### config.mk
export PLATFORM = sky130hd
export DESIGN_NAME = seq_divider
export DESIGN_NICKNAME = d
export VERILOG_FILES = /design/src/rtl/seq_divider.sv
export SDC_FILE = /design/constraint.sdc
export NUM_CORES = 1
export LEC_CHECK = 0
export CAP_MARGIN = 10
export CORE_ASPECT_RATIO = 0.5
export CORE_MARGIN = 4
export CORE_UTILIZATION = 55
export DETAILED_ROUTE_END_ITERATION = 10
export GPL_ROUTABILITY_DRIVEN = 0
export GPL_TIMING_DRIVEN = 0
export PLACE_DENSITY = 0.82
export SYNTH_ARGS = -nofsm -noshare
export SYNTH_HDL_FRONTEND = slang
export SYNTH_SLANG_ARGS = --single-unit
### constraint.sdc
create_clock -name clk -period 3.15 [get_ports clk]
set_input_delay 0.315 -clock clk [delete_from_list [all_inputs] [get_ports clk]]
set_output_delay 0.315 -clock clk [all_outputs]
set_load 0.03 [all_outputs]
### src/rtl/seq_divider.sv
// seq_divider: multi-cycle unsigned restoring divider.
// Divides a 2*SIZE_DIV-bit dividend by a SIZE_DIV-bit divisor, one quotient
// bit per clock, with a start/busy/done handshake. A zero divisor finishes
// immediately with dbz set, quotient all ones and remainder = low dividend bits.
module seq_divider #(
    parameter int SIZE_DIV = 4
) (
    input  logic                    clk,
    input  logic                    rst,
    input  logic                    start,
    input  logic [2*SIZE_DIV-1:0]   dividend,
    input  logic [SIZE_DIV-1:0]     divisor,
    output logic                    busy,
    output logic                    done,
    output logic [2*SIZE_DIV-1:0]   quotient,
    output logic [SIZE_DIV-1:0]     remainder,
    output logic                    dbz
);

    localparam int QW = 2 * SIZE_DIV;
    localparam int CW = $clog2(QW + 1);

    typedef enum logic [1:0] {
        S_IDLE,
        S_RUN,
        S_DONE
    } state_t;

    state_t                 r_state;
    state_t                 w_state_next;
    logic [CW-1:0]          r_cnt;
    logic [SIZE_DIV-1:0]    r_prem;
    logic [QW-1:0]          r_shreg;
    logic [SIZE_DIV-1:0]    r_div;
    logic [QW-1:0]          r_quot;
    logic [SIZE_DIV-1:0]    r_rem;
    logic                   r_dbz;

    logic                   w_accept;
    logic                   w_div_zero;
    logic                   w_last;
    logic [SIZE_DIV:0]      w_trial;
    logic                   w_ge;
    logic [SIZE_DIV-1:0]    w_prem_next;
    logic [QW-1:0]          w_shreg_next;

    // One restoring step: shift in the next dividend bit, subtract if it fits.
    // The stored partial remainder is always < divisor, so SIZE_DIV bits hold
    // it; only the shifted trial value needs the extra bit.
    always_comb begin
        w_trial      = {r_prem, r_shreg[QW-1]};
        w_ge         = (w_trial >= {1'b0, r_div});
        w_prem_next  = SIZE_DIV'(w_ge ? (w_trial - {1'b0, r_div}) : w_trial);
        w_shreg_next = {r_shreg[QW-2:0], w_ge};
        w_accept     = start && (r_state != S_RUN);
        w_div_zero   = (divisor == '0);
        w_last       = (r_cnt == CW'(1));
    end

    // State register.
    always_ff @(posedge clk or posedge rst) begin
        if (rst) begin
            r_state <= S_IDLE;
        end else begin
            r_state <= w_state_next;
        end
    end

    // Next-state logic and handshake outputs.
    always_comb begin
        w_state_next = r_state;
        busy         = 1'b0;
        done         = 1'b0;
        case (r_state)
            S_IDLE, S_DONE: begin
                done = (r_state == S_DONE);
                if (w_accept) begin
                    w_state_next = w_div_zero ? S_DONE : S_RUN;
                end else begin
                    w_state_next = S_IDLE;
                end
            end
            S_RUN: begin
                busy = 1'b1;
                if (w_last) begin
                    w_state_next = S_DONE;
                end
            end
            default: w_state_next = S_IDLE;
        endcase
    end

    // Operand latch, iteration datapath and result registers.
    always_ff @(posedge clk or posedge rst) begin
        if (rst) begin
            r_cnt   <= '0;
            r_prem  <= '0;
            r_shreg <= '0;
            r_div   <= '0;
            r_quot  <= '0;
            r_rem   <= '0;
            r_dbz   <= 1'b0;
        end else if (w_accept) begin
            r_div   <= divisor;
            r_shreg <= dividend;
            r_prem  <= '0;
            r_cnt   <= CW'(QW);
            if (w_div_zero) begin
                r_quot <= '1;
                r_rem  <= dividend[SIZE_DIV-1:0];
                r_dbz  <= 1'b1;
            end
        end else if (r_state == S_RUN) begin
            r_prem  <= w_prem_next;
            r_shreg <= w_shreg_next;
            r_cnt   <= r_cnt - CW'(1);
            if (w_last) begin
                r_quot <= w_shreg_next;
                r_rem  <= w_prem_next;
                r_dbz  <= 1'b0;
            end
        end
    end

    // Result outputs.
    always_comb begin
        quotient  = r_quot;
        remainder = r_rem;
        dbz       = r_dbz;
    end

endmodule

== After elaboration in Yosys (flattened, before gate mapping) ==
Index checks and enable logic that the tools add are counted.
Operators by class
  bitwise logic cells: 0
  equal/unequal tests: 6
  mux-type cells: 25
  reductions and logical operators: 7
  multipliers: 0
  shift operators: 0
  add/sub/neg operators: 2
  magnitude comparators: 1
  div/mod/pow operators: 0
Operators by type and width (count)
  $mux 8: 6
  $mux 4: 9
  $mux 1: 6
  $mux 2: 3
  $ge 5x4->1: 1
  $eq 4x1->1 const B: 1
  $logic_not 4->1: 1
  $ne 2x1->1 const B: 2
  $pmux 2 s2: 1
  $reduce_bool 2->1: 2
  $sub 4x1->4 const B: 1
  $sub 4x4->4: 1
  $reduce_and 3->1: 1
  $eq 2x1->1 const B: 1
  $eq 2x2->1 const B: 1
  $logic_not 2->1: 1
  $ne 2x2->1 const B: 1
  $reduce_or 2->1: 1
  $logic_and 1x1->1: 1
Word-level totals
  latch bits: 0
  bits in writable memories: 0
  input bits: 15
  memories: 0
  flip-flop bits (word level): 35
  word-level logic and storage cells: 49
  ROM bits: 0

== Longest topological paths before layout ==
  word-level depth: 5
  mapped depth: 8
  gate-level depth less buffers: 8

== Worst setup path before layout ==
No wires, ideal clock.
  path type: reg2reg
  start: reg r_shreg[7]
  end: reg r_rem[1], in the netlist remainder[1]
  buffers on the path: 0
  period minus slack after synthesis: 1.733 ns
  stages on the path, launching flop included: 7
  arrival: 1.651 ns
  path slack: 1.417 ns
  data required time: 3.068 ns
  library setup time: 0.082 ns
  cells stage by stage: dfrtp_1 -> inv_1 -> ha_1 -> o21ai_0 -> o2bb2ai_4 -> mux2_2 -> a31oi_1
Between the ends
  cells in the longest elaborated chain, start to end: 5
RTL lines
  from (decl): RTL line 33  | logic [QW-1:0] r_shreg;
  from (signal assigned): RTL line 105  | r_shreg <= dividend;
  from (signal assigned): RTL line 115  | r_shreg <= w_shreg_next;
  $sub 4x4->4 / $ge 5x4->1 (equally long branches): RTL line 53, 52
  $mux 4 (*): RTL line 53  | w_prem_next = SIZE_DIV'(w_ge ? (w_trial - {1'b0, r_div}) : w_trial);
  $mux 4 (*): RTL line 117  | if (w_last) begin
  $mux 4 (*): RTL line 113  | end else if (r_state == S_RUN) begin
  $mux 4 (*): RTL line 103  | end else if (w_accept) begin
  to (signal assigned): RTL line 110  | r_rem <= dividend[SIZE_DIV-1:0];
  to (signal assigned): RTL line 119  | r_rem <= w_prem_next;
  to (decl): RTL line 36  | logic [SIZE_DIV-1:0] r_rem;
Every way passes the cells marked *; elsewhere a longest branch is shown, timed or not. The select of a mux whose other input is x is not followed.
A chain may end at the register's enable or synchronous reset.

== Final worst setup path ==
  start: reg r_state[1]
  end: out busy
Between the ends
  cells in the longest elaborated chain, start to end: 2
RTL lines
  from (decl): RTL line 29  | state_t r_state;
  from (signal assigned): RTL line 65  | r_state <= w_state_next;
  $eq 2x1->1: RTL line 74  | case (r_state)
  $mux 1: RTL line 74
  to (decl): RTL line 13  | output logic busy,
No other way between the ends.

==> flow_metrics.py <==
metrics = {
    "finish": {
        "stdcell_area_mm2": 0.00220,
        "fin_util": 0.727,
        "diodes": 0,
        "final_cells": 245,
        "syn_to_final_growth_pct": 26.1,
        "layout_common_cells": "35 x dfrtp_1, 29 x clkdlybuf4s50_1, 27 x nand2_1",
        "layout-drive-gt1-share": 0.122,
        "final_common_cell": "dfrtp_1",
        "fin_nets": 227,
    },
    "worst_setup_path": {
        "max_stage_delay_ns": 0.76,
        "crit_required_ns": 2.83,
        "crit_buf_inv": 4,
        "worstPathArrival_ns": 2.17,
        "worstSetupPathType": "flip-flop to output port",
        "crit_fanout": 10,
        "crit_chain": "nand2b_1 -> buf_2 -> inv_2 -> clkbuf_1 -> clkdlybuf4s50_1",
        "crit_family": "buffers and inverters",
        "critPathLaunchType": "flip-flop",
        "crit_path_end_kind": "output port",
        "cp_slowest_cell": "clkdlybuf4s50_1",
    },
    "power": {
        "p_seq_frac": 0.317,
        "pwr-share-clk": 0.129,
        "p_sw_frac": 0.438,
        "leakagePower_nw": 0.968,
        "p_int_mw": 1.45,
        "ir_drop_mv": 0.668,
        "pwr_density_cell_mw_per_mm2": 1170,
        "power_switching_mw": 1.13,
        "p_comb_frac": 0.554,
    },
    "drt": {
        "wirelength_mm": 4.12,
        "via_count": 1386,
        "viasPerCell": 5.66,
        "drt_iter0_markers": 101,
        "antenna_left": 0,
        "drc": 0,
        "drt-pass1-iter-count": 4,
        "wl_per_cell_um": 16.8,
    },
    "synthesis": {
        "ys_seq_area_frac": 0.501,
        "synth_edf_count": 0,
        "ys_top_cells_by_area": "dfrtp_1 50%, nand2_1 5.8%, mux2i_1 4.6%, o21ai_0 4.6%, ha_1 4.3%",
        "syn-num-nets": 190,
        "synth_top_area_cell": "dfrtp_1",
        "yosys.area.top_type_share": 0.501,
        "synth_cell_types": 41,
        "synth_mux_area_frac": 0.0587,
        "yosys.area_share.simple": 0.162,
        "synth_top_family_by_area": "compound AO/OA/AOI/OAI gates",
        "synthAdderAreaFrac": 0.0544,
        "synth_xor_area_frac": 0.0100,
        "synth_cells": 168,
        "async_flop_share": 1.00,
        "yosysWarnings": 0,
        "synthFlopType": "dfrtp_1",
        "syn_area_mm2": 0.00175,
        "postSynthAreaPerCell_um2": 10.4,
        "ys_seq_elements": 35,
        "synth-compound-area-share": 0.166,
    },
    "grt": {
        "grt_pass1_wl_mm": 6.93,
        "busiest_layer": "met2",
        "antenna_found_initial": 0,
        "grt_use_total": 0.229,
        "grtUsageMet1": 0.307,
        "grt_pass1_vias": 1376,
        "gr-usage-met2": 0.371,
        "gr-usage-met3": 0.0739,
        "grt_overflow": 0,
        "grt_start_max_net_pins": 20,
    },
    "clock_tree": {
        "ctsHoldBuffers": 0,
        "htree_num_levels": 2,
        "ctsResizeCount": 0,
        "cts_setup_buffers": 0,
        "cts_tree": "yes",
        "cts_root_buf": "clkbuf_8",
        "cts_sinks": 35,
        "path_clk_slew_ns": 0.07,
        "insertion_delay_ns": 0.29,
        "cts_inserted_buffers": 5,
        "clock_path_buffers": 2,
    },
    "placement": {
        "placed_cell_area_mm2": 0.00212,
        "dp.cells": 238,
        "io_buffers": 29,
        "dp_hpwl_mm": 2.89,
    },
    "sta": {
        "whs_ns": 0.472,
        "max_slew_margin": 0.464,
        "fin_crit_ns": 2.49,
        "slew_violations": 0,
        "rsz0062_at_grt": "false",
        "fin_tns_setup_ns": 0,
        "fin_crit_sh": 0.790,
        "hold_violations": 0,
        "setup_viol": 0,
        "fin_worst_skew_ns": 0.00731,
        "worstMarginPinSlew_ns": 0.804,
        "max_freq_ghz": 0.402,
    },
    "die": {
        "die_x_um": 87.7,
        "initial_core_util": 0.577,
        "die_area_mm2": 0.00420,
        "row_count": 14,
        "io_pins": 30,
        "core_area_mm2": 0.00303,
        "die_h_um": 47.9,
    },
    "outcome": {
        "status": "finished clean",
    },
    "run": {
        "cap_violations": 0,
    },
    "min_path": {
        "hp-class": "input port to asynchronous set/reset pin",
    },
}
final timing paths:
| path | start | slack (ns) | cells past startpoint | to |
|---|---|---|---|---|
| worst max-delay path | r_state[1] | 0.66 | 5 | busy |
| worst min-delay path | rst | 0.47 | 2 | quotient[5] |
| worst max register to register | r_shreg[7] | 1.13 | 6 | remainder[1] |
| worst min register to register | r_cnt[3] | 0.47 | 1 | r_cnt[3] |
| max in group asynchronous | rst | 2.11 | 3 | r_div[2] |
| min in group clk | r_cnt[3] | 0.47 | 1 | r_cnt[3] |
power by group through the flow:
stage	Sequential [mW]	Combinational [mW]	Clock, mW
detailed placement	0.820	1.40	0
finish	0.818	1.43	0.333
floorplan	0.948	0.852	0
CTS	0.816	1.44	0.333
global route	0.846	1.57	0.363
global placement	0.812	1.35	0
layout make-up:
type,instances,area (um2)
fillers,232,827
multi-input cells,115,788
clock inverters,1,5.00
inverters,11,41.3
well taps,40,50.0
flip-flops and latches,35,876
repair buffers,30,318
plain buffers,7,42.5
clock buffers,6,82.6
registers in the layout, summed over array words and instances, names as in the netlist:
name / cells
dbz: 1
quotient: 8
r_cnt: 4
r_div: 4
r_prem: 4
r_shreg: 8
r_state: 2
remainder: 4
logic make-up after synthesis:
| group | count (synthesis) |
|---|---|
| and+or+nand+nor | 56 |
| AOI/OAI and AO/OA | 40 |
| DFF | 35 |
| buffers and inverters | 18 |
| muxes | 10 |
| adders and majority gates | 7 |
| xor gates and xnor gates | 2 |
per-layer routing:
layer  wire [um]  share of wire
met1        1910           0.47
met2        1970           0.48
met3         189          0.046
met4          46          0.011
met5           0              0
cell usage after synthesis (2+ instances only):
cell and number:
ha_1 6, nand2_1 27, o21ai_0 16, a21oi_1 2
o22a_1 7, dfrtp_1 35, o21ai_1 2, inv_1 10
nor2_1 9, nor4_1 2, nand3_1 7, mux2i_1 8
nor2b_1 2, a31oi_1 4, buf_2 4, mux2_2 2
per-stage QoR:
step	setup slack (ns)	power, mW
floorplan	1.42	1.80
global placement	0.998	2.16
detailed placement	0.987	2.22
CTS	0.674	2.59
global route	0.519	2.78
finish	0.662	2.58
Power figures use the tool's default switching activity.
